**src/rtl/rv_trace_pkg.sv**
```systemverilog
// Shared types for the RV64I instruction-trace buffer: FSM states, capture modes
// and the packed layout of one captured entry.
package rv_trace_pkg;

  localparam int TRACE_XLEN = 64;

  typedef enum logic [1:0] {
    ST_IDLE  = 2'd0,
    ST_ARMED = 2'd1,
    ST_POST  = 2'd2,
    ST_DONE  = 2'd3
  } state_t;

  localparam logic [1:0] MODE_WRAP      = 2'd0;
  localparam logic [1:0] MODE_STOP_FULL = 2'd1;
  localparam logic [1:0] MODE_TRIG      = 2'd2;

  typedef struct packed {
    logic [TRACE_XLEN-1:0] pc;
    logic [31:0]           ir;
    logic [4:0]            rd;
    logic                  we;
    logic [TRACE_XLEN-1:0] wdata;
  } trace_entry_t;

endpackage

```
**src/rtl/rv_trace_ram.sv**
```systemverilog
// Trace storage: one synchronous write port, one asynchronous read port.
// Contents are never reset.
module rv_trace_ram #(
  parameter int DEPTH = 16,
  parameter int W     = 8,
  parameter int AW    = $clog2(DEPTH)
) (
  input  logic          clock,
  input  logic          we,
  input  logic [AW-1:0] waddr,
  input  logic [W-1:0]  wdata,
  input  logic [AW-1:0] raddr,
  output logic [W-1:0]  rdata
);

  logic [W-1:0] mem [DEPTH];

  always_ff @(posedge clock) begin
    if (we) mem[waddr] <= wdata;
  end

  assign rdata = mem[raddr];

endmodule

```
**src/rtl/rv_trace_buffer.sv**
```systemverilog
// Instruction-trace capture buffer: circular store of retired instructions with
// wrap, stop-when-full and PC-trigger modes, drained oldest-first via valid/ready.
module rv_trace_buffer
  import rv_trace_pkg::*;
#(
  parameter int XLEN  = TRACE_XLEN,
  parameter int DEPTH = 16,
  parameter int AW    = $clog2(DEPTH)
) (
  input  logic            clock,
  input  logic            reset,
  input  logic            cap_valid,
  input  logic [XLEN-1:0] cap_pc,
  input  logic [31:0]     cap_ir,
  input  logic [4:0]      cap_rd,
  input  logic [XLEN-1:0] cap_wdata,
  input  logic            cap_we,
  input  logic [1:0]      cfg_mode,
  input  logic [XLEN-1:0] cfg_trig_pc,
  input  logic [AW:0]     cfg_post,
  input  logic            arm,
  input  logic            stop,
  output logic            rd_valid,
  input  logic            rd_ready,
  output logic [XLEN-1:0] rd_pc,
  output logic [31:0]     rd_ir,
  output logic [4:0]      rd_rd,
  output logic [XLEN-1:0] rd_wdata,
  output logic            rd_we,
  output logic [AW:0]     count,
  output logic [1:0]      state,
  output logic            overflow,
  output logic            triggered
);

  localparam logic [AW:0] FULL = (AW+1)'(DEPTH);
  localparam logic [AW:0] ONE  = (AW+1)'(1);

  state_t        state_q;
  logic [AW-1:0] wr_ptr, rd_ptr;
  logic [AW:0]   count_q, post_cnt;
  logic          overflow_q, triggered_q;
  logic [1:0]    mode_q;
  logic [XLEN-1:0] trig_pc_q;
  logic [AW:0]   post_q;

  trace_entry_t  wr_entry, rd_entry;
  logic          capturing, cap_en, full, trig_hit;

  assign capturing = (state_q == ST_ARMED) || (state_q == ST_POST);
  // A re-arm discards any capture presented in the same cycle.
  assign cap_en    = capturing && cap_valid && !arm;
  assign full      = (count_q == FULL);
  assign trig_hit  = (state_q == ST_ARMED) && (mode_q == MODE_TRIG) && (cap_pc == trig_pc_q);

  always_comb begin
    wr_entry       = '0;
    wr_entry.pc    = cap_pc;
    wr_entry.ir    = cap_ir;
    wr_entry.rd    = cap_rd;
    wr_entry.we    = cap_we;
    wr_entry.wdata = cap_wdata;
  end

  rv_trace_ram #(.DEPTH(DEPTH), .W($bits(trace_entry_t)), .AW(AW)) u_ram (
    .clock (clock),
    .we    (cap_en),
    .waddr (wr_ptr),
    .wdata (wr_entry),
    .raddr (rd_ptr),
    .rdata (rd_entry)
  );

  // Configuration is captured only when an arm is accepted (not in DONE).
  always_ff @(posedge clock) begin
    if (arm && (state_q != ST_DONE)) begin
      mode_q    <= cfg_mode;
      trig_pc_q <= cfg_trig_pc;
      post_q    <= cfg_post;
    end
  end

  always_ff @(posedge clock or posedge reset) begin
    if (reset) begin
      state_q     <= ST_IDLE;
      wr_ptr      <= '0;
      rd_ptr      <= '0;
      count_q     <= '0;
      post_cnt    <= '0;
      overflow_q  <= 1'b0;
      triggered_q <= 1'b0;
    end else begin
      case (state_q)
        ST_IDLE: begin
          if (arm) begin
            state_q     <= ST_ARMED;
            wr_ptr      <= '0;
            rd_ptr      <= '0;
            count_q     <= '0;
            overflow_q  <= 1'b0;
            triggered_q <= 1'b0;
          end
        end
        ST_ARMED, ST_POST: begin
          if (arm) begin
            state_q     <= ST_ARMED;
            wr_ptr      <= '0;
            rd_ptr      <= '0;
            count_q     <= '0;
            overflow_q  <= 1'b0;
            triggered_q <= 1'b0;
          end else begin
            if (cap_en) begin
              wr_ptr <= wr_ptr + 1'b1;
              if (full) begin
                rd_ptr     <= rd_ptr + 1'b1;
                overflow_q <= 1'b1;
              end else begin
                count_q <= count_q + 1'b1;
              end
              if (state_q == ST_POST) begin
                post_cnt <= post_cnt - 1'b1;
                if (post_cnt == ONE) state_q <= ST_DONE;
              end else if ((mode_q == MODE_STOP_FULL) && (count_q == FULL - 1'b1)) begin
                state_q <= ST_DONE;
              end else if (trig_hit) begin
                triggered_q <= 1'b1;
                post_cnt    <= post_q;
                state_q     <= (post_q == '0) ? ST_DONE : ST_POST;
              end
            end
            // stop wins over any state change above, after the capture is written.
            if (stop) state_q <= ST_DONE;
          end
        end
        ST_DONE: begin
          if (count_q == '0) begin
            state_q <= ST_IDLE;
          end else if (rd_ready) begin
            rd_ptr  <= rd_ptr + 1'b1;
            count_q <= count_q - 1'b1;
            if (count_q == ONE) state_q <= ST_IDLE;
          end
        end
        default: state_q <= ST_IDLE;
      endcase
    end
  end

  assign rd_valid  = (state_q == ST_DONE) && (count_q != '0);
  assign rd_pc     = rd_entry.pc;
  assign rd_ir     = rd_entry.ir;
  assign rd_rd     = rd_entry.rd;
  assign rd_we     = rd_entry.we;
  assign rd_wdata  = rd_entry.wdata;
  assign count     = count_q;
  assign state     = state_q;
  assign overflow  = overflow_q;
  assign triggered = triggered_q;

endmodule

```
**config.mk**
```make
export PLATFORM = sky130hd
export DESIGN_NAME = rv_trace_buffer
export DESIGN_NICKNAME = d
export VERILOG_FILES = /design/src/rtl/rv_trace_pkg.sv /design/src/rtl/rv_trace_ram.sv /design/src/rtl/rv_trace_buffer.sv
export SDC_FILE = /design/constraint.sdc
export NUM_CORES = 2
export LEC_CHECK = 0
export CORE_MARGIN = 2
export CORE_UTILIZATION = 35
export CTS_BUF_LIST = sky130_fd_sc_hd__clkbuf_4 sky130_fd_sc_hd__clkbuf_8 sky130_fd_sc_hd__clkbuf_16
export DETAILED_ROUTE_END_ITERATION = 10
export MAX_ROUTING_LAYER = met4
export PLACE_DENSITY = 0.5
export RECOVER_POWER = 25
export SLEW_MARGIN = 15
export SYNTH_ARGS = -nofsm -noshare
export SYNTH_HDL_FRONTEND = slang
export SYNTH_SLANG_ARGS = --single-unit
```
**constraint.sdc**
```tcl
create_clock -name clock -period 17.16 [get_ports clock]
set_input_delay 2.574 -clock clock [delete_from_list [all_inputs] [get_ports clock]]
set_output_delay 2.574 -clock clock [all_outputs]
set_load 0.02 [all_outputs]
```
* Word-level counts from Yosys, hierarchy flattened
Memories as Yosys holds them, arrays and structs flattened.
Cells that the tools add are included.
** Storage, ports and cells
- Register bits :: 93
- Memories :: 1
- RAM bits :: 2656
- Output and inout port bits :: 176
- Word-level logic and storage cells :: 112
** Memories
- u_ram.mem :: words 16, width 166, read ports 1, clocked after memory_dff 0, write ports 1, line rv_trace_ram.sv:16 : logic [W-1:0] mem [DEPTH];
** Cells by class
- $add $sub $neg :: 5
- Reduce and logical (&&, ||, !) cells :: 23
- Equality and inequality tests :: 26
- Bitwise gates (word level) :: 1
- Mux-type cells :: 46
** Operators by type and width (count)
- 64-bit == test :: 1
- 5-bit 2-to-1 mux :: 9
- 4-bit 2-to-1 mux :: 8
- 3-bit inequality test (second input constant) :: 8
- 2-bit 2-to-1 mux :: 11
- 5-bit case mux with 3 select lines :: 1
- 5-bit AND reduction :: 3
- 1-bit 2-to-1 mux :: 12
- 4-bit case mux with 3 select lines :: 1
- 6-bit AND reduction :: 2
- 5-bit by 1-bit == test with 1-bit output (second input constant) :: 2
- 5-bit logical NOT :: 2
- 2-bit inequality test (second input constant) :: 5
- 5-bit by 1-bit subtractor with 5-bit output (second input constant) :: 2
- 4-bit by 1-bit adder with 4-bit output (second input constant) :: 2
- 4-bit case mux with 2 select lines :: 1
- 1-bit logical AND :: 7
- 2-bit == test (second input constant) :: 3
- 6-bit inequality test (second input constant) :: 1
- 2-bit case mux with 3 select lines :: 1
- 5-bit by 1-bit adder with 5-bit output (second input constant) :: 1
- 5-bit by 4-bit == test with 1-bit output (second input constant) :: 1
- 5-bit == test (second input constant) :: 1
- 5-bit inequality test (second input constant) :: 1
- other kinds (12) :: 15

* Logic depth before layout (Yosys ltp)
- Depth after elaboration :: 10
- Depth in mapped cells :: 9

* Hierarchy
From an unflattened synthesis, not the netlist that was laid out.
** Unflattened totals
- Cells, all modules :: 4542
- Area, all modules :: 104282.5 um^2
** Modules (own cells, without submodules)
- rv_trace_ram :: cells each 4171, sequential area each 79756.5 um^2, instances 1, area an instance 99741.9 um^2
- rv_trace_buffer :: cells each 371, sequential area each 2682.6 um^2, instances 1, area an instance 4540.6 um^2

* Worst setup path before layout
No wires, ideal clock.
- Kind :: in2reg
- From :: input port arm
- To :: memory u_ram.mem[4][0] (netlist bit) (enable)
- Cell stages on the path :: 6
- Required time :: 16.615 ns
- Path buffers :: 2
- Setup time :: 0.545 ns
- Setup slack :: 9.304 ns
- Arrival time :: 7.311 ns
- Cell sequence :: nor2b_1 > clkbuf_1 > nand2_1 > clkbuf_1 > nor3b_1 > and2_1
** Between the ends
- Longest elaborated chain between the ends :: 4
** RTL lines
- start, declared :: line rv_trace_buffer.sv:21 : input logic arm,
- 1-bit logical NOT :: line rv_trace_buffer.sv:52 : assign cap_en = capturing && cap_valid && !arm;
- 1-bit logical AND :: line rv_trace_buffer.sv:52
- 1-bit 2-to-1 mux :: line rv_trace_ram.sv:19 : if (we) mem[waddr] <= wdata;
- 1-bit 2-to-1 mux (implied by the code) :: line rv_trace_ram.sv:19
- end, declared :: line rv_trace_ram.sv:16
No other way between the ends.

* Worst setup path after layout
- From :: register rd_ptr[0]
- To :: output port rd_ir[16]
** Between the ends
- Longest elaborated chain between the ends :: 1
** RTL lines
- start, declared :: line rv_trace_buffer.sv:40 : logic [AW-1:0] wr_ptr, rd_ptr;
- start signal, assigned :: line rv_trace_buffer.sv:116 : rd_ptr <= rd_ptr + 1'b1;
- start signal, assigned :: line rv_trace_buffer.sv:140 : rd_ptr <= rd_ptr + 1'b1;
- memory read 16 x 166 bit
- end, declared :: line rv_trace_buffer.sv:26 : output logic [31:0] rd_ir,
No other way between the ends.

==> impl_metrics.json <==
{
  "status": "complete, no violations",
  "period_share": 0.5170,
  "vias_per_cell": 5.279,
  "route.met3.wl_mm": 16.39,
  "grt_pass1_wl_mm": 376.8,
  "gp_congestion": 0.7942,
  "cts_sinks": 2749,
  "fp.dieH_um": 548.8,
  "clockRootBuffer": "clkbuf_16",
  "cp-end-kind": "primary output",
  "setup_viol": 0,
  "synth_area_sq_um": 103900,
  "critPathKind": "register to primary output",
  "setup_slack_ps": 8289,
  "min_path_type": "register to register",
  "final_cell_mix": "2727 x edfxtp_1, 830 x mux4_2, 307 x clkbuf_16",
  "drt_pre_antenna_iters": 5,
  "nets": 4947,
  "synth-edff-count": 2727,
  "syn-instance-count": 4060,
  "fmax_mhz": 112.7,
  "wl_met2_mm": 126.5,
  "final_common_cell": "edfxtp_1",
  "nFillCells": 25440,
  "synth_cell_types": 43,
  "drt_iter0_drc": 4317,
  "drc": 0,
  "crit_arrival_ps": 6300,
  "finalCriticalPeriod_ps": 8872,
  "antenna_left": 0,
  "fp.dieArea_sq_um": 301200,
  "critical-path-slowest-cell": "dfrtp_4",
  "die_w_um": 548.8,
  "port_buffers": 418,
  "synth_area_per_cell_sq_um": 25.59,
  "hold_viol": 0,
  "setup_tns_ps": 0,
  "rsz0062_at_grt": "no",
  "worstMarginPinSlew_ps": 1201,
  "clock_latency_ps": 900,
  "rows": 200,
  "clk_pin_slew_ps": 60,
  "hold_slack_ps": 533.1,
  "io_pins": 419,
  "grtUsageTotal": 0.1807,
  "place_hpwl_mm": 137.4,
  "synth_top_flop_cell": "edfxtp_1",
  "antenna_found_initial": 47,
  "cp-start-kind": "register",
  "wl_mm": 266.6,
  "cp_max_fo": 84,
  "ys_ff_latch": 2749,
  "preCtsSetupSlack_ps": 8929,
  "ir_drop_v": 0.00009737,
  "crit_chain": "buf_4 -> buf_12 -> buf_4 -> mux4_2 -> mux4_2 -> clkdlybuf4s50_1",
  "cts_made_buffers": 303,
  "ctsResizeCount": 0,
  "slew_viol_final": 0,
  "area_growth_pct": 18.29,
  "cts_tree": "done",
  "powerDensity_nw_per_um2": 141.4,
  "cts_max_level": 5,
  "routedWlPerCell_um": 30.02,
  "dr.max_layer_used": "met4",
  "clk_path_buf_depth": 4,
  "cts_hold_buffers": 0,
  "required_ps": 14590,
  "cts_setup_buffers": 0,
  "seq_area_frac_synth": 0.7935,
  "finClkSkew_ps": 54.71,
  "core-area_sq_um": 296000,
  "ys_warn_count": 0,
  "synthArstFlopShare": 0.008003,
  "initial_utilization": 0.3510,
  "grt_overflow": 0,
  "max_slew_margin": 0.1995,
  "met1_length_mm": 118.3,
  "grt_max_degree": 86,
  "maxCapViolations": 0,
  "grt_pass1_vias": 49600,
  "synthesis.nets": 4319,
  "layout-drive-gt1-share": 0.2890,
  "vias": 46880,
  "p_leak_nw": 37.23,
  "slowest_delay_ps": 1140
}
==> Yosys cell counts, types with 9 or more instances <==
cell / number / area share
nor2_1: 19 / 0.00069
o21ai_0: 19 / 0.00092
buf_2: 69 / 0.0033
xnor2_1: 19 / 0.0016
and2_1: 18 / 0.0011
nand4_1: 9 / 0.00054
mux4_2: 830 / 0.18
nand2_1: 23 / 0.00083
dfrtp_1: 22 / 0.0053
nor4_1: 21 / 0.0013
buf_1: 13 / 0.00047
inv_1: 16 / 0.00058
edfxtp_1: 2727 / 0.79
clkbuf_1: 110 / 0.0040
ha_1: 16 / 0.0019
xor2_1: 50 / 0.0042
==> logic make-up (layout without fill, tap and decap cells) <==
| family | count (synthesis) | count (layout) | share of synthesized area |
|---|---|---|---|
| compound gates | 52 | 52 | 0.003143 |
| xor+xnor | 69 | 69 | 0.005817 |
| fa+ha+maj | 16 | 16 | 0.001927 |
| buf+inv | 208 | 1069 | 0.008346 |
| flops | 2749 | 2749 | 0.7935 |
| mux | 835 | 835 | 0.1804 |
| other cells | 0 | 20 | 0 |
| simple gates | 131 | 131 | 0.006889 |
==> metal layers <==
metal,track usage,up-vias
li1,-,19040
met1,0.2522,25980
met2,0.2774,1500
met3,0.03420,353
met4,0.03846,0
met5,-,-
==> through the flow <==
step	instance area, sq um	std cells	power (mW)	utilization
2_1_floorplan	103900	4060	9.958	-
3_3_place_gp	113100	8322	11.22	0.3820
3_5_place_dp	113100	8322	11.22	0.3820
4_1_cts	122900	8860	17.64	0.4150
5_1_grt	122900	8866	18.05	0.4150
6_report	122900	8880	17.38	0.4152
==> power breakdown <==
| part | switching, mW | internal [mW] |
|---|---|---|
| clock network | 2.65 | 3.72 |
| registers | 0.107 | 7.60 |
| logic | 1.70 | 1.60 |
| total | 4.46 | 12.9 |
==> final timing paths <==
check                           cells after the start             startpoint  slack (ps)                          to
worst max-delay path                                6  rd_ptr[0]$_DFFE_PP0P_        8290                   rd_ir[16]
worst min-delay path                                2  triggered$_DFFE_PP0P_         530       triggered$_DFFE_PP0P_
worst max register to register                      8   state[0]$_DFFE_PP0P_       11750  u_ram.mem[5][52]$_DFFE_PP_
worst min register to register                      2  triggered$_DFFE_PP0P_         530       triggered$_DFFE_PP0P_
max in group asynchronous                           2                  reset       14260       rd_ptr[3]$_DFFE_PP0P_
min in group asynchronous                           2                  reset        2220       wr_ptr[1]$_DFFE_PP0P_
==> cell type report <==
class,count,area (sq um),share of cell area
Multi-Input combinational cell,1103,20640,0.1679
Timing Repair Buffer,515,5001,0.04069
Clock inverter,161,1563,0.01272
Tap cell,3939,4928,0.04010
Antenna cell,20,50.05,0.0004072
Inverter,16,60.06,0.0004887
Sequential cell,2749,82450,0.6709
Clock buffer,377,8208,0.06678
==> state kept, by name, indices dropped and copies added, names as in the netlist <==
signal     flops
count          5
mode_q         2
overflow       1
post_cnt       5
post_q         5
rd_ptr         4
state          2
trig_pc_q     64
triggered      1
u_ram.mem   2656
wr_ptr         4
==> worst max-delay path: cells and delay by family (launching register included) <==
family | cells | cell delay, ps
DFF | 1 | 1140
buffers and inverters | 4 | 2910
muxes | 2 | 1140
(Power assumes the default switching activity.)
